### src/rtl/imem_loader.sv
// imem_loader: boot-time instruction RAM writer.
// Assembles a little-endian byte stream into 32-bit words, then releases the CPU.
module imem_loader #(
    parameter int ADDR_WIDTH = 8
) (
    input  logic                  clk,
    input  logic                  rst,
    input  logic                  start,
    input  logic                  byte_valid,
    input  logic [7:0]            byte_data,
    output logic                  byte_ready,
    output logic                  mem_we,
    output logic [ADDR_WIDTH-1:0] mem_addr,
    output logic [31:0]           mem_wdata,
    output logic                  cpu_rst,
    output logic                  done,
    output logic                  error,
    output logic [ADDR_WIDTH:0]   words_written
);

    localparam logic [31:0] DEPTH = 32'd1 << ADDR_WIDTH;

    typedef enum logic [2:0] {
        S_IDLE,
        S_LEN_LO,
        S_LEN_HI,
        S_DATA,
        S_WRITE,
        S_DONE,
        S_ERR
    } state_t;

    state_t                state_q, state_d;
    logic [15:0]           len_q, len_d;
    logic [1:0]            idx_q, idx_d;
    logic [31:0]           word_q, word_d;
    logic [31:0]           wdata_q, wdata_d;
    logic [ADDR_WIDTH-1:0] addr_q, addr_d;
    logic [ADDR_WIDTH:0]   cnt_q, cnt_d;
    logic                  xfer;
    logic [15:0]           hdr_len;

    assign xfer          = byte_valid && byte_ready;
    assign hdr_len       = {byte_data, len_q[7:0]};
    assign mem_addr      = addr_q;
    assign mem_wdata     = wdata_q;
    assign words_written = cnt_q;

    // State and datapath registers
    always_ff @(posedge clk or negedge rst) begin
        if (!rst) begin
            state_q <= S_IDLE;
            len_q   <= '0;
            idx_q   <= '0;
            word_q  <= '0;
            wdata_q <= '0;
            addr_q  <= '0;
            cnt_q   <= '0;
        end else begin
            state_q <= state_d;
            len_q   <= len_d;
            idx_q   <= idx_d;
            word_q  <= word_d;
            wdata_q <= wdata_d;
            addr_q  <= addr_d;
            cnt_q   <= cnt_d;
        end
    end

    // Next-state, datapath updates and state-decoded outputs
    always_comb begin
        state_d    = state_q;
        len_d      = len_q;
        idx_d      = idx_q;
        word_d     = word_q;
        wdata_d    = wdata_q;
        addr_d     = addr_q;
        cnt_d      = cnt_q;
        byte_ready = 1'b0;
        mem_we     = 1'b0;
        cpu_rst    = 1'b1;
        done       = 1'b0;
        error      = 1'b0;

        unique case (state_q)
            S_IDLE: begin
                if (start) begin
                    state_d = S_LEN_LO;
                    addr_d  = '0;
                    cnt_d   = '0;
                end
            end
            S_LEN_LO: begin
                byte_ready = 1'b1;
                if (xfer) begin
                    len_d[7:0] = byte_data;
                    state_d    = S_LEN_HI;
                end
            end
            S_LEN_HI: begin
                byte_ready = 1'b1;
                if (xfer) begin
                    len_d[15:8] = byte_data;
                    idx_d       = '0;
                    if (hdr_len == 16'd0)
                        state_d = S_DONE;
                    else if (32'(hdr_len) > DEPTH)
                        state_d = S_ERR;
                    else
                        state_d = S_DATA;
                end
            end
            S_DATA: begin
                byte_ready = 1'b1;
                if (xfer) begin
                    word_d[{idx_q, 3'b000} +: 8] = byte_data;
                    idx_d = idx_q + 2'd1;
                    if (idx_q == 2'd3) begin
                        wdata_d = {byte_data, word_q[23:0]};
                        state_d = S_WRITE;
                    end
                end
            end
            S_WRITE: begin
                mem_we = 1'b1;
                addr_d = addr_q + 1'b1;
                cnt_d  = cnt_q + 1'b1;
                if (32'(cnt_q) + 32'd1 == 32'(len_q))
                    state_d = S_DONE;
                else
                    state_d = S_DATA;
            end
            S_DONE: begin
                cpu_rst = 1'b0;
                done    = 1'b1;
                if (start) begin
                    state_d = S_LEN_LO;
                    addr_d  = '0;
                    cnt_d   = '0;
                end
            end
            S_ERR: begin
                error = 1'b1;
                if (start) begin
                    state_d = S_LEN_LO;
                    addr_d  = '0;
                    cnt_d   = '0;
                end
            end
            default: state_d = S_IDLE;
        endcase
    end

endmodule

### config.mk
export PLATFORM = sky130hd
export DESIGN_NAME = imem_loader
export DESIGN_NICKNAME = d
export VERILOG_FILES = /design/src/rtl/imem_loader.sv
export SDC_FILE = /design/constraint.sdc
export NUM_CORES = 1
export LEC_CHECK = 0
export ABC_CLOCK_PERIOD_IN_PS = 5220
export CORE_ASPECT_RATIO = 1.5
export CORE_UTILIZATION = 30
export CTS_CLUSTER_DIAMETER = 30
export DETAILED_ROUTE_END_ITERATION = 7
export MAX_ROUTING_LAYER = met4
export PLACE_DENSITY = 0.59
export SLEW_MARGIN = 20
export SYNTH_ARGS = -nofsm -noshare
export SYNTH_HDL_FRONTEND = slang
export SYNTH_SLANG_ARGS = --single-unit
### constraint.sdc
create_clock -name clk -period 5.22 [get_ports clk]
set_clock_uncertainty 0.1 [all_clocks]
set_input_delay 0.783 -clock clk [delete_from_list [all_inputs] [get_ports clk]]
set_output_delay 0.783 -clock clk [all_outputs]
set_load 0.01 [all_outputs]
# --- After elaboration in Yosys (flattened, before gate mapping) ---
# Cells that the tools add are included.
# Widths: inputs -> output; s select.
word_totals:
  regBits: 102
  inputBits: 12
  output_inout_bits: 54
  wordCells: 65
op_classes:
  addsub: 5
  order_cmp: 1
  eq_ne: 13
  n_shift: 2
  n_mux: 22
  reduce_logical: 14
ops:
  columns: ["op", "count"]
  rows:
  - ["$bwmux 32", 1]
  - ["$shift 8x7->32 const A", 1]
  - ["$shiftx 8x7->32", 1]
  - ["$mux 3", 8]
  - ["$pmux 9 s2", 1]
  - ["$eq 10x16->1", 1]
  - ["$gt 16x9->1 const B", 1]
  - ["$logic_not 16->1", 1]
  - ["$pmux 8 s2", 1]
  - ["$pmux 3 s5", 1]
  - ["$add 9x1->10 const B", 1]
  - ["$add 9x1->9 const B", 1]
  - ["$eq 3x3->1 const B", 3]
  - ["$mux 9", 1]
  - ["$add 8x1->8 const B", 1]
  - ["$mux 8", 1]
  - ["$ne 2x2->1 const B", 4]
  - ["$reduce_and 2->1", 4]
  - ["$neg 5->7", 1]
  - ["$eq 3x2->1 const B", 2]
  - ["$reduce_and 3->1", 2]
  - ["$reduce_or 3->1", 2]
  - ["$mux 1", 5]
  - ["$reduce_and 5->1", 1]
  - ["other kinds (9)", 11]

# --- Depth between registers and ports, before layout ---
depth:
  depth_word: 6
  ltp_mapped: 8
  ltp_nobuf: 7

# --- Worst setup path after synthesis ---
# Ideal clock, no wire load.
synth_path:
  path_type: "register to register"
  from: "reg cnt_q[0], in the netlist words_written[0]"
  to: "reg state_q[1]"
  setup_ns: 0.128
  arrival_time_ns: 2.035
  required_ns: 4.992
  slack_ns: 2.957
  stages_incl_launch_ff: 9
  n_path_buf: 1
  synth_period_minus_slack_ns: 2.263
  path_cell_list: "dfrtp_1 -> ha_1 -> buf_2 -> nand2_1 -> or4_4 -> a21oi_2 -> o221ai_2 -> o41ai_2 -> a21oi_1"
synth_between:
  elab_chain_len: 4
synth_rtl:
  columns: ["item", "line", "source"]
  rows:
  - ["start: declaration", "39", "logic [ADDR_WIDTH:0] cnt_q, cnt_d;"]
  - ["start signal: assignment", "66", "cnt_q <= cnt_d;"]
  - ["$add 9x1->10", "128", "if (32'(cnt_q) + 32'd1 == 32'(len_q))"]
  - ["$eq 10x16->1", "128", null]
  - ["$mux 3", "128", null]
  - ["$pmux 3 s5", "85", "unique case (state_q)"]
  - ["end signal: assignment", "60", "state_q <= state_d;"]
  - ["end: declaration", "33", "state_t state_q, state_d;"]
# Every way passes these cells.
# A chain may end at the register's enable or synchronous reset.

# --- Final worst setup path ---
layout_path:
  from: "reg state_q[2]"
  to: "out mem_we"
layout_between:
  elab_chain_len: 2
layout_rtl:
  columns: ["item", "line", "source"]
  rows:
  - ["$eq 3x3->1", "85", null]
  - ["$mux 1", "85", null]
  - ["end: declaration", "12", "output logic mem_we,"]
# Every way passes these cells.

==> flow_metrics.py <==
metrics = {
    "sta": {
        "fin_setup_tns_ps": 0,
        "layout_min_cycle_time_ps": 3390,
        "rsz0062_at_grt": "no",
        "drv_slew": 0,
        "setup_ws_ps": 1830,
        "post-route-period-util_pct": 65.0,
        "maxSlewHeadroom_pct": 33.1,
        "finalHoldViolCount": 0,
        "fmax_mhz": 295,
        "tightest_slew_ps": 1000,
        "setup_viol": 0,
    },
    "route": {
        "viasPerCell": 4.83,
        "ant_nets": 0,
        "first_pass_iters": 4,
        "vias": 3204,
        "drc": 0,
        "first_iter_violations": 89,
        "wl_per_cell_um": 15.3,
        "drt_wl_total_um": 10100,
    },
    "floorplan": {
        "initial_core_util_pct": 30.9,
        "die_area_mm2": 0.0151,
        "core_mm2": 0.0141,
        "row_count": 53,
        "die_w_um": 101,
        "die_h_um": 150,
        "pin_count": 66,
    },
    "global_route": {
        "grt_max_degree": 50,
        "groute.usage.overall_pct": 14.8,
        "antenna_found_initial": 0,
        "overflow": 0,
        "grt_pass1_wl_um": 16800,
        "grt_pass1_vias": 3314,
    },
    "synth": {
        "ys_types": 49,
        "syn_inst": 407,
        "seq_area_frac_synth_pct": 53.9,
        "ys_ff_latch": 94,
        "synth.net_count": 426,
        "synth-edff-count": 0,
        "synth-async-reset-ratio_pct": 100,
        "synth_area_mm2": 0.00437,
        "synth_area_per_cell_um2": 10.7,
        "ys.flop_type": "dfrtp_1",
        "yosys_warnings": 0,
    },
    "worst_setup_path": {
        "arrival_ps": 2510,
        "max_stage_delay_ps": 580,
        "cp_slowest_cell": "clkdlybuf4s50_1",
        "crit_buf_inv": 2,
        "rr_startpoint": "words_written[0]$_DFFE_PN0P_",
        "crit_family": "buffers and inverters",
        "required_ps": 4340,
        "crit_start": "state_q[2]$_DFFE_PN0P_",
        "end_kind": "output port",
        "crit_type": "register to output port",
        "cp_cell_sequence": "nor2b_1 -> nand2b_1 -> clkinv_1 -> clkdlybuf4s50_1",
        "path_max_fanout": 13,
        "crit_path_start_kind": "register",
    },
    "clocking": {
        "ctsHtreeMaxLevel": 3,
        "clk_latency_ps": 340,
        "tritoncts": "built",
        "holdBufCountCts": 0,
        "clock-sinks": 94,
        "post-cts-setup-buffer-count": 0,
        "ctsLongestPathBuffers": 2,
        "cts_root_buffer": "clkbuf_16",
        "clkSlewWorstSetupHoldPaths_ps": 70,
        "ctsResizeCount": 0,
        "cts-buffers-inserted": 9,
    },
    "place": {
        "dp_hpwl_um": 7120,
        "place.gp.congestion": 0.788,
        "dp_slack_ps": 2080,
        "numPortBuffers": 65,
    },
    "final_layout": {
        "final_layout_size_suffix_gt1_share_pct": 17.2,
        "multi_input_area_mm2": 0.00191,
        "fillers": 1395,
        "layout_commonest_cell": "dfrtp_1",
        "syn2layout_area_growth_pct": 26.6,
        "antenna_cells": 0,
        "final_cell_mix": "dfrtp_1, nand2_1, clkdlybuf4s50_1",
        "nets": 485,
        "register_area_mm2": 0.00235,
    },
    "outcome": {
        "status": "finished clean",
    },
    "pwr": {
        "leakage_nw": 2.37,
        "max-vdd-ir-drop_uv": 200,
        "power_density_mw_per_mm2": 442,
    },
    "job": {
        "maxCapViolations": 0,
    },
    "worst_hold_path": {
        "min_path_type": "input port to asynchronous set/reset pin",
    },
}
power breakdown:
| part | switching [mW] | internal [mW] | leakage [nW] |
|---|---|---|---|
| clock | 0.282 | 0.435 | 0.159 |
| sequential | 0.152 | 0.876 | 1.26 |
| combinational | 0.355 | 0.341 | 0.946 |
per-layer routing:
metal	up-vias	track usage [%]	share of wire, %
met3	20	3.13	3.2
met4	0	5.94	2.5
met5	-	-	0
met1	1570	17.5	43
met2	73	24.3	51
li1	1541	-	-
cell families (layout without fill, tap and decap cells):
| family | Yosys count | in the layout | synth area share [%] |
|---|---|---|---|
| AOI/OAI and AO/OA | 70 | 70 | 10.1 |
| DFF | 94 | 94 | 53.9 |
| adders and majority gates | 7 | 7 | 2.01 |
| xor gates and xnor gates | 15 | 15 | 3.01 |
| buffers and inverters | 27 | 91 | 2.46 |
| muxes | 51 | 51 | 13.1 |
| and+or+nand+nor | 143 | 143 | 15.5 |
cell type report:
class | count | area share, %
Clock buffer | 10 | 4.32
Clock inverter | 6 | 1.63
Inverter | 8 | 0.543
Multi-Input combinational cell | 286 | 34.6
Sequential cell | 94 | 42.6
Tap cell | 192 | 4.35
Timing Repair Buffer | 67 | 12.0
cells in the mapped netlist (2+ instances only):
cell / instances / area share [%]
o22ai_1: 2 / 0.29
a21oi_1: 4 / 0.46
inv_1: 7 / 0.60
nor2b_1: 5 / 0.72
nor2_1: 16 / 1.4
nand4_1: 5 / 0.72
ha_1: 7 / 2.0
o31ai_1: 7 / 1.2
mux2i_1: 2 / 0.46
nand2_1: 77 / 6.6
xor2_1: 8 / 1.6
nor3_1: 5 / 0.57
o21ai_0: 41 / 4.7
or3b_2: 2 / 0.40
nand3_1: 6 / 0.69
mux2_2: 49 / 13
buf_1: 3 / 0.26
xnor2_1: 7 / 1.4
and3_1: 6 / 0.86
buf_2: 5 / 0.57
o21a_1: 3 / 0.52
clkbuf_1: 11 / 0.95
dfrtp_1: 94 / 54
nor4_1: 7 / 1.0
nor3b_1: 4 / 0.69
worst paths after layout:
path	to	slack [ps]	cells past startpoint
max in group asynchronous	mem_wdata[24]$_DFFE_PN0P_	3590	2
min	mem_wdata[20]$_DFFE_PN0P_	350	1
min reg2reg	word_q[23]$_DFFE_PN0P_	370	2
min in group clk	word_q[23]$_DFFE_PN0P_	370	2
max	mem_we	1830	4
max reg2reg	state_q[1]$_DFFE_PN0P_	2620	7
sequential cells by signal, indices dropped and copies added, names as in the netlist:
| name | cells |
|---|---|
| idx_q | 2 |
| len_q | 16 |
| mem_addr | 8 |
| mem_wdata | 32 |
| state_q | 3 |
| word_q | 24 |
| words_written | 9 |
through the flow:
step                power, mW  hold slack [ps]  area (µm²)  utilization, %  instances
floorplan                1.48              346        4370               -        407
finish                   2.44              347        5530            39.1        663
global placement         1.71              362        5190            36.8        647
detailed placement       1.74              366        5190            36.8        647
global route             2.60              397        5530            39.1        663
CTS                      2.47              364        5520            39.1        663
Note: power is estimated with default switching activity, not from simulation.
